==> src/rtl/apb_master_arbiter_if.sv <==
// rtl/apb_master_arbiter_if.sv - requester command/response and APB master signal bundle
interface apb_master_arbiter_if #(
    parameter int NUM_REQ = 4,
    parameter int ADDR_WD = 8,
    parameter int DATA_WD = 8,
    parameter int STRB_WD = 2,
    parameter int PROT_WD = 4
);
    logic [NUM_REQ-1:0]         req_valid;
    logic [NUM_REQ-1:0]         req_ready;
    logic [NUM_REQ-1:0]         req_write;
    logic [NUM_REQ*ADDR_WD-1:0] req_addr;
    logic [NUM_REQ*DATA_WD-1:0] req_wdata;
    logic [NUM_REQ*PROT_WD-1:0] req_prot;
    logic [NUM_REQ*STRB_WD-1:0] req_strb;
    logic [NUM_REQ-1:0]         rsp_valid;
    logic [DATA_WD-1:0]         rsp_rdata;
    logic                       rsp_err;
    logic                       a_psel;
    logic                       a_penable;
    logic                       a_pwrite;
    logic [ADDR_WD-1:0]         a_paddr;
    logic [DATA_WD-1:0]         a_pwdata;
    logic [PROT_WD-1:0]         a_pprot;
    logic [STRB_WD-1:0]         a_pstrb;
    logic [DATA_WD-1:0]         a_prdata;
    logic                       a_pready;

    modport master (
        input  req_valid, req_write, req_addr, req_wdata, req_prot, req_strb,
        input  a_prdata, a_pready,
        output req_ready, rsp_valid, rsp_rdata, rsp_err,
        output a_psel, a_penable, a_pwrite, a_paddr, a_pwdata, a_pprot, a_pstrb
    );

    modport slave (
        output req_valid, req_write, req_addr, req_wdata, req_prot, req_strb,
        output a_prdata, a_pready,
        input  req_ready, rsp_valid, rsp_rdata, rsp_err,
        input  a_psel, a_penable, a_pwrite, a_paddr, a_pwdata, a_pprot, a_pstrb
    );
endinterface

==> src/rtl/apb_master_arbiter.sv <==
// rtl/apb_master_arbiter.sv - round-robin arbiter onto one APB master port; APB_TIMEOUT_EN adds an ACCESS wait limit
module apb_master_arbiter #(
    parameter int NUM_REQ     = 4,
    parameter int ADDR_WD     = 8,
    parameter int DATA_WD     = 8,
    parameter int STRB_WD     = 2,
    parameter int PROT_WD     = 4,
    parameter int TIMEOUT_CYC = 16
) (
    input  logic                 a_pclk,
    input  logic                 a_prst_n,
    apb_master_arbiter_if.master bus
);
    localparam int IDX_WD = (NUM_REQ > 1) ? $clog2(NUM_REQ) : 1;

    // Reject parameter sets the arbiter is not built for
    if (NUM_REQ < 2 || NUM_REQ > 8 || TIMEOUT_CYC < 1) begin : g_cfg_check
        $error("apb_master_arbiter: unsupported parameter set");
    end

    typedef enum logic [1:0] {ST_IDLE, ST_SETUP, ST_ACCESS} state_t;

    state_t              state_q;
    state_t              state_d;
    logic [IDX_WD-1:0]   ptr_q;
    logic [IDX_WD-1:0]   win_idx;
    logic                win_found;
    logic                accept;
    logic                xfer_abort;
    logic                xfer_end;

    logic                sel_write;
    logic [ADDR_WD-1:0]  sel_addr;
    logic [DATA_WD-1:0]  sel_wdata;
    logic [PROT_WD-1:0]  sel_prot;
    logic [STRB_WD-1:0]  sel_strb;

    logic                a_pwrite_q;
    logic [ADDR_WD-1:0]  a_paddr_q;
    logic [DATA_WD-1:0]  a_pwdata_q;
    logic [PROT_WD-1:0]  a_pprot_q;
    logic [STRB_WD-1:0]  a_pstrb_q;
    logic [NUM_REQ-1:0]  rsp_valid_q;
    logic [DATA_WD-1:0]  rsp_rdata_q;

    // Round-robin search: offset k from the last grant, first valid requester wins
    always_comb begin
        win_found = 1'b0;
        win_idx   = '0;
        for (int k = 1; k <= NUM_REQ; k++) begin
            for (int i = 0; i < NUM_REQ; i++) begin
                if (!win_found && bus.req_valid[i] &&
                    ptr_q == IDX_WD'((i + NUM_REQ - k) % NUM_REQ)) begin
                    win_found = 1'b1;
                    win_idx   = IDX_WD'(i);
                end
            end
        end
    end

    // Mux the winner's command fields out of the packed request buses
    always_comb begin
        sel_write = 1'b0;
        sel_addr  = '0;
        sel_wdata = '0;
        sel_prot  = '0;
        sel_strb  = '0;
        for (int i = 0; i < NUM_REQ; i++) begin
            if (win_idx == IDX_WD'(i)) begin
                sel_write = bus.req_write[i];
                sel_addr  = bus.req_addr[i*ADDR_WD +: ADDR_WD];
                sel_wdata = bus.req_wdata[i*DATA_WD +: DATA_WD];
                sel_prot  = bus.req_prot[i*PROT_WD +: PROT_WD];
                sel_strb  = bus.req_strb[i*STRB_WD +: STRB_WD];
            end
        end
    end

    assign accept   = (state_q == ST_IDLE) && win_found;
    assign xfer_end = (state_q == ST_ACCESS) && (bus.a_pready || xfer_abort);

`ifdef APB_TIMEOUT_EN
    localparam int TO_WD = $clog2(TIMEOUT_CYC + 1);
    logic [TO_WD-1:0] to_cnt_q;
    logic             rsp_err_q;

    // Count ACCESS cycles spent waiting; restarts whenever a new transfer sets up
    always_ff @(posedge a_pclk) begin
        if (!a_prst_n) begin
            to_cnt_q <= '0;
        end else if (state_q == ST_SETUP) begin
            to_cnt_q <= '0;
        end else if (state_q == ST_ACCESS && !bus.a_pready) begin
            to_cnt_q <= to_cnt_q + 1'b1;
        end
    end

    // A late pready on the limit cycle still completes normally
    assign xfer_abort = (state_q == ST_ACCESS) && !bus.a_pready &&
                        (to_cnt_q == TO_WD'(TIMEOUT_CYC - 1));

    // Error flag travels with the response pulse
    always_ff @(posedge a_pclk) begin
        if (!a_prst_n) begin
            rsp_err_q <= 1'b0;
        end else if (xfer_end) begin
            rsp_err_q <= xfer_abort;
        end else begin
            rsp_err_q <= 1'b0;
        end
    end

    assign bus.rsp_err = rsp_err_q;
`else
    assign xfer_abort  = 1'b0;
    assign bus.rsp_err = 1'b0;
`endif

    // State register
    always_ff @(posedge a_pclk) begin
        if (!a_prst_n) begin
            state_q <= ST_IDLE;
        end else begin
            state_q <= state_d;
        end
    end

    // Next-state: one transfer at a time, SETUP always lasts one cycle
    always_comb begin
        state_d = state_q;
        case (state_q)
            ST_IDLE:   if (accept) state_d = ST_SETUP;
            ST_SETUP:  state_d = ST_ACCESS;
            ST_ACCESS: if (bus.a_pready || xfer_abort) state_d = ST_IDLE;
            default:   state_d = ST_IDLE;
        endcase
    end

    // Outputs decoded from state: grant only while idle, APB phase strobes
    always_comb begin
        bus.req_ready = '0;
        bus.a_psel    = 1'b0;
        bus.a_penable = 1'b0;
        case (state_q)
            ST_IDLE:   if (win_found) bus.req_ready = NUM_REQ'(1) << win_idx;
            ST_SETUP:  bus.a_psel = 1'b1;
            ST_ACCESS: begin
                bus.a_psel    = 1'b1;
                bus.a_penable = 1'b1;
            end
            default:   bus.req_ready = '0;
        endcase
    end

    // Latch the granted command into the APB output registers and remember the winner
    always_ff @(posedge a_pclk) begin
        if (!a_prst_n) begin
            ptr_q      <= IDX_WD'(NUM_REQ - 1);
            a_pwrite_q <= 1'b0;
            a_paddr_q  <= '0;
            a_pwdata_q <= '0;
            a_pprot_q  <= '0;
            a_pstrb_q  <= '0;
        end else if (accept) begin
            ptr_q      <= win_idx;
            a_pwrite_q <= sel_write;
            a_paddr_q  <= sel_addr;
            a_pwdata_q <= sel_wdata;
            a_pprot_q  <= sel_prot;
            a_pstrb_q  <= sel_strb;
        end
    end

    // One-cycle response pulse to the owner of the finished transfer
    always_ff @(posedge a_pclk) begin
        if (!a_prst_n) begin
            rsp_valid_q <= '0;
            rsp_rdata_q <= '0;
        end else begin
            rsp_valid_q <= '0;
            if (xfer_end) begin
                rsp_valid_q <= NUM_REQ'(1) << ptr_q;
                rsp_rdata_q <= bus.a_pready ? bus.a_prdata : '0;
            end
        end
    end

    assign bus.a_pwrite  = a_pwrite_q;
    assign bus.a_paddr   = a_paddr_q;
    assign bus.a_pwdata  = a_pwdata_q;
    assign bus.a_pprot   = a_pprot_q;
    assign bus.a_pstrb   = a_pstrb_q;
    assign bus.rsp_valid = rsp_valid_q;
    assign bus.rsp_rdata = rsp_rdata_q;
endmodule

==> src/flat_wrapper.sv <==
// flat-port wrapper written by rule: the top's interface ports become plain ports
module apb_master_arbiter_flat 
#(
    parameter int NUM_REQ     = 4,
    parameter int ADDR_WD     = 8,
    parameter int DATA_WD     = 8,
    parameter int STRB_WD     = 2,
    parameter int PROT_WD     = 4,
    parameter int TIMEOUT_CYC = 16
)
  (a_pclk, a_prst_n, bus_req_valid, bus_req_write, bus_req_addr, bus_req_wdata, bus_req_prot, bus_req_strb, bus_a_prdata, bus_a_pready, bus_req_ready, bus_rsp_valid, bus_rsp_rdata, bus_rsp_err, bus_a_psel, bus_a_penable, bus_a_pwrite, bus_a_paddr, bus_a_pwdata, bus_a_pprot, bus_a_pstrb);
  apb_master_arbiter_if #(.NUM_REQ(NUM_REQ), .ADDR_WD(ADDR_WD), .DATA_WD(DATA_WD), .STRB_WD(STRB_WD), .PROT_WD(PROT_WD)) bus_i ();
  input  logic a_pclk;
  input  logic a_prst_n;
  input wire logic [$bits(bus_i.req_valid)-1:0] bus_req_valid;
  input wire logic [$bits(bus_i.req_write)-1:0] bus_req_write;
  input wire logic [$bits(bus_i.req_addr)-1:0] bus_req_addr;
  input wire logic [$bits(bus_i.req_wdata)-1:0] bus_req_wdata;
  input wire logic [$bits(bus_i.req_prot)-1:0] bus_req_prot;
  input wire logic [$bits(bus_i.req_strb)-1:0] bus_req_strb;
  input wire logic [$bits(bus_i.a_prdata)-1:0] bus_a_prdata;
  input wire logic [$bits(bus_i.a_pready)-1:0] bus_a_pready;
  output wire logic [$bits(bus_i.req_ready)-1:0] bus_req_ready;
  output wire logic [$bits(bus_i.rsp_valid)-1:0] bus_rsp_valid;
  output wire logic [$bits(bus_i.rsp_rdata)-1:0] bus_rsp_rdata;
  output wire logic [$bits(bus_i.rsp_err)-1:0] bus_rsp_err;
  output wire logic [$bits(bus_i.a_psel)-1:0] bus_a_psel;
  output wire logic [$bits(bus_i.a_penable)-1:0] bus_a_penable;
  output wire logic [$bits(bus_i.a_pwrite)-1:0] bus_a_pwrite;
  output wire logic [$bits(bus_i.a_paddr)-1:0] bus_a_paddr;
  output wire logic [$bits(bus_i.a_pwdata)-1:0] bus_a_pwdata;
  output wire logic [$bits(bus_i.a_pprot)-1:0] bus_a_pprot;
  output wire logic [$bits(bus_i.a_pstrb)-1:0] bus_a_pstrb;
  assign bus_i.req_valid = bus_req_valid;
  assign bus_i.req_write = bus_req_write;
  assign bus_i.req_addr = bus_req_addr;
  assign bus_i.req_wdata = bus_req_wdata;
  assign bus_i.req_prot = bus_req_prot;
  assign bus_i.req_strb = bus_req_strb;
  assign bus_i.a_prdata = bus_a_prdata;
  assign bus_i.a_pready = bus_a_pready;
  assign bus_req_ready = bus_i.req_ready;
  assign bus_rsp_valid = bus_i.rsp_valid;
  assign bus_rsp_rdata = bus_i.rsp_rdata;
  assign bus_rsp_err = bus_i.rsp_err;
  assign bus_a_psel = bus_i.a_psel;
  assign bus_a_penable = bus_i.a_penable;
  assign bus_a_pwrite = bus_i.a_pwrite;
  assign bus_a_paddr = bus_i.a_paddr;
  assign bus_a_pwdata = bus_i.a_pwdata;
  assign bus_a_pprot = bus_i.a_pprot;
  assign bus_a_pstrb = bus_i.a_pstrb;
  apb_master_arbiter #(.NUM_REQ(NUM_REQ), .ADDR_WD(ADDR_WD), .DATA_WD(DATA_WD), .STRB_WD(STRB_WD), .PROT_WD(PROT_WD), .TIMEOUT_CYC(TIMEOUT_CYC)) u_core (.a_pclk(a_pclk), .a_prst_n(a_prst_n), .bus(bus_i));
endmodule
==> config.mk <==
export PLATFORM = sky130hd
export DESIGN_NAME = apb_master_arbiter_flat
export DESIGN_NICKNAME = d
export VERILOG_FILES = /design/src/rtl/apb_master_arbiter_if.sv /design/src/rtl/apb_master_arbiter.sv /design/src/flat_wrapper.sv
export SDC_FILE = /design/constraint.sdc
export NUM_CORES = 1
export LEC_CHECK = 0
export BUFFER_PORTS_ARGS = -buffer_cell sky130_fd_sc_hd__buf_2
export CORE_AREA = 4 4 81 83
export DETAILED_ROUTE_END_ITERATION = 12
export DIE_AREA = 0 0 85 87
export PLACE_DENSITY = 0.79
export SYNTH_ARGS = -nofsm -noshare
export SYNTH_HDL_FRONTEND = slang
export SYNTH_SLANG_ARGS = --single-unit
==> constraint.sdc <==
create_clock -name a_pclk -period 2.4 [get_ports a_pclk]
set_input_delay 0.6 -clock a_pclk [delete_from_list [all_inputs] [get_ports a_pclk]]
set_output_delay 0.6 -clock a_pclk [all_outputs]
set_load 0.01 [all_outputs]
==> run_results.csv <==
group,metric,value,unit
cells_and_area,nFillCells,562,
cells_and_area,utilization,56.99,%
power_and_ir_drop,seqPwrFrac,37.7,%
floorplanning,rows,28,
job,maxCapViolCount,0,
grt,grt_overflow,0,
synthesis,synth_top_area_cell,"dfxtp_1",
critical_path,worst-setup-path-type,"input pin to primary output",
power_and_ir_drop,p_comb_share,39.3,%
cells_and_area,seqCellArea,785.8,um2
detailed_routing,wl_per_cell,15.48,um
floorplanning,start_util,42.92,%
synthesis,synth-async-reset-ratio,0,%
cts,clock_path_buffers,2,
floorplanning,core,5851,um2
synthesis,ys_ff_latch,39,
cells_and_area,finalNonFillerCells,508,
sta,fmax,0.4462,GHz
grt,grt_pass1_vias,2666,
power_and_ir_drop,p_sw,0.7420,mW
grt,antenna_found_initial,0,
synthesis,synthTopCellsByArea,"dfxtp_1, a221oi_2, a21o_1, nand2_1, o21a_1",
placement,dp.cells,500,
grt,grt_max_degree,27,
grt,grt_most_used_layer,"met2",
floorplanning,num_io_pins,149,
sta,rsz0062_at_grt,"no",
critical_path,cp.required,1.80,ns
synthesis,synth_cells,298,
cells_and_area,syn_to_final_growth,32.79,%
sta,setup_viol,0,
cells_and_area,antenna_cells,0,
synthesis,syn-cell-area,2511,um2
detailed_routing,wirelength,7866,um
detailed_routing,drt-pass1-iter-count,5,
cells_and_area,nNetsFinal,542,
critical_path,crit_fanout,10,
synthesis,seq_area_frac_synth,31.09,%
grt,met1_usage,22.74,%
cts,cts_hold_buf,0,
grt,grt_pass1_wl,12200,um
cts,worst_skew_pair.late_latency,0.28,ns
grt,grtUsageMet2,38.70,%
power_and_ir_drop,ir_drop,0.0002976,V
synthesis,ys_warn_count,0,
placement,routabilityCongestion,0.8907,
power_and_ir_drop,power,2.112,mW
sta,tightest_slew,0.8679,ns
hold_path,hold_path_class,"register to register",
detailed_routing,via_per_inst,5.396,
cells_and_area,multi_input_area,1528,um2
floorplanning,die_x,85,um
power_and_ir_drop,clkPwrFrac,23.0,%
critical_path,startpoint_type,"input pin",
detailed_routing,drtIter0Drc,132,
grt,use_met3,4.163,%
synthesis,synth_top_area_share,31.09,%
status,outcome,"finished, final reports clean",
detailed_routing,drtAntennaViolNets,0,
synthesis,synth_area_per_cell,8.427,um2
synthesis,synth.net_count,408,
sta,report.final.slew_viol_count,0,
floorplanning,die-area,7395,um2
cts,cts.sinks,39,
cts,cts_tree,"yes",
placement,hpwl,6000,um
power_and_ir_drop,p_int,1.370,mW
power_and_ir_drop,powerDensity,633.3,nW/um2
cts,htreeDepth,2,
critical_path,crit_path_end_kind,"primary output",
cts,path_clk_slew,0.08,ns
power_and_ir_drop,switching_share,35.14,%
cts,numCtsBuffers,5,
critical_path,critPathArrivalTime,1.64,ns
power_and_ir_drop,leakagePower,1.624,nW
detailed_routing,drc,0,
synthesis,ys.flop_type,"dfxtp_1",
sta,fin_crit_sh,93.38,%
floorplanning,fp.dieH,87,um
cts,root_buffer,"clkbuf_8",
sta,timing.setup.tns,0,ns
grt,gr-usage-all-layers,20.36,%
detailed_routing,vias,2741,
sta,fin_worst_skew,0.003660,ns
sta,period_needed,2.241,ns
sta,hold_viol,0,
synthesis,synth_edf_count,0,
placement,io_buffers,147,
cells_and_area,drive_gt1_share,44.80,%
synthesis,synth.distinct_cells,36,
sta,slew_headroom,42.01,%
[synth_stat cells, drive strengths merged (3+ instances only)]
cell / count
a221oi: 23
nand2b: 5
ha: 3
nor2: 9
and2: 4
a21boi: 8
o21a: 23
o211a: 3
nor3: 4
buf: 21
nand3: 3
nand2: 44
a21o: 22
dfxtp: 39
o21ai: 32
inv: 5
clkbuf: 7
nor2b: 4
a21oi: 30
[path summary, 6_finish.rpt]
| check | endpoint | from | depth (start not counted) | slack (ns) |
|---|---|---|---|---|
| setup / recovery | bus_req_ready[3] | bus_req_valid[1] | 6 | 0.16 |
| hold / removal | u_core.bus.rsp_rdata[7] | u_core.bus.rsp_rdata[7] | 2 | 0.47 |
| setup reg to reg | u_core.bus.a_pwdata[2] | u_core.ptr_q[0] | 5 | 0.53 |
| hold reg to reg | u_core.bus.rsp_rdata[7] | u_core.bus.rsp_rdata[7] | 2 | 0.47 |
[critical path: stages]
cell and delay (ns):
buf_2 0.22, nand2b_1 0.14, and2_1 0.18, o21a_2 0.21
and2_1 0.15, buf_2 0.14
[sequential cells by signal (all words and copies together), names as in the netlist]
name	cells
u_core.bus.a_pwdata	8
u_core.ptr_q	2
u_core.bus.a_pwrite	1
u_core.bus.rsp_valid	4
u_core.bus.a_paddr	8
u_core.state_q	2
u_core.bus.a_pprot	4
u_core.bus.a_pstrb	2
u_core.bus.rsp_rdata	8
[cell type report]
cell class / instances / area share, %
Multi-Input combinational cell: 226 / 45.82
Inverter: 5 / 0.5629
Timing Repair Buffer: 155 / 24.24
Clock buffer: 8 / 3.002
Sequential cell: 39 / 23.56
Tap cell: 75 / 2.814
[power groups by stage]
stage          registers (mW)  clock network [mW]  logic, mW
2_1_floorplan           0.823                   0      0.545
4_1_cts                 0.794               0.499      0.831
5_1_grt                 0.807               0.521      0.912
3_3_place_gp            0.803                   0      0.810
3_5_place_dp            0.806                   0      0.829
6_report                0.796               0.486      0.830
[logic make-up (layout without fill, tap and decap cells)]
kind of cell	count (synthesis)	count (layout)	share of synthesized area, %
flip-flops	39	39	31.09
other	1	1	0.1493
AO/OA/AOI/OAI	147	147	45.14
AND/OR/NAND/NOR	75	75	13.95
buffers and inverters	33	168	8.171
adder cells (fa/ha/maj)	3	3	1.495
[cell usage in the layout (no fill, tap or decap), types with 3 or more instances in the layout]
| master | count |
|---|---|
| a21boi_0 | 8 |
| a21o_1 | 22 |
| a21oi_1 | 27 |
| a21oi_2 | 3 |
| a221oi_1 | 3 |
| a221oi_2 | 20 |
| and2_1 | 4 |
| buf_2 | 147 |
| buf_4 | 7 |
| clkbuf_8 | 7 |
| dfxtp_1 | 37 |
| ha_1 | 3 |
| inv_1 | 4 |
| nand2_1 | 44 |
| nand2b_1 | 5 |
| nand3_1 | 3 |
| nor2_1 | 8 |
| nor2b_1 | 3 |
| nor3_1 | 4 |
| o211a_1 | 3 |
| o21a_1 | 22 |
| o21ai_0 | 30 |
[through the flow]
stage	setup slack [ns]	area, um2	hold slack [ns]
finish	0.1590	3334	0.4715
global route	0.07681	3334	0.4955
CTS	0.09139	3331	0.4712
detailed placement	0.1308	3229	0.4606
global placement	0.1266	3229	0.4471
floorplan	0.2327	2511	0.4876
[routing by layer]
| layer | wire length (um) | vias up |
|---|---|---|
| met5 | 0 | - |
| met4 | 65 | 0 |
| met3 | 624 | 5 |
| met2 | 4017 | 103 |
| met1 | 3159 | 1280 |
| li1 | - | 1353 |
[timing repair]
item                       CTS  global route
setup buffers                0             0
gates resized for setup      1             3
setup endpoints to repair    2             3
Power figures use the tool's default switching activity.
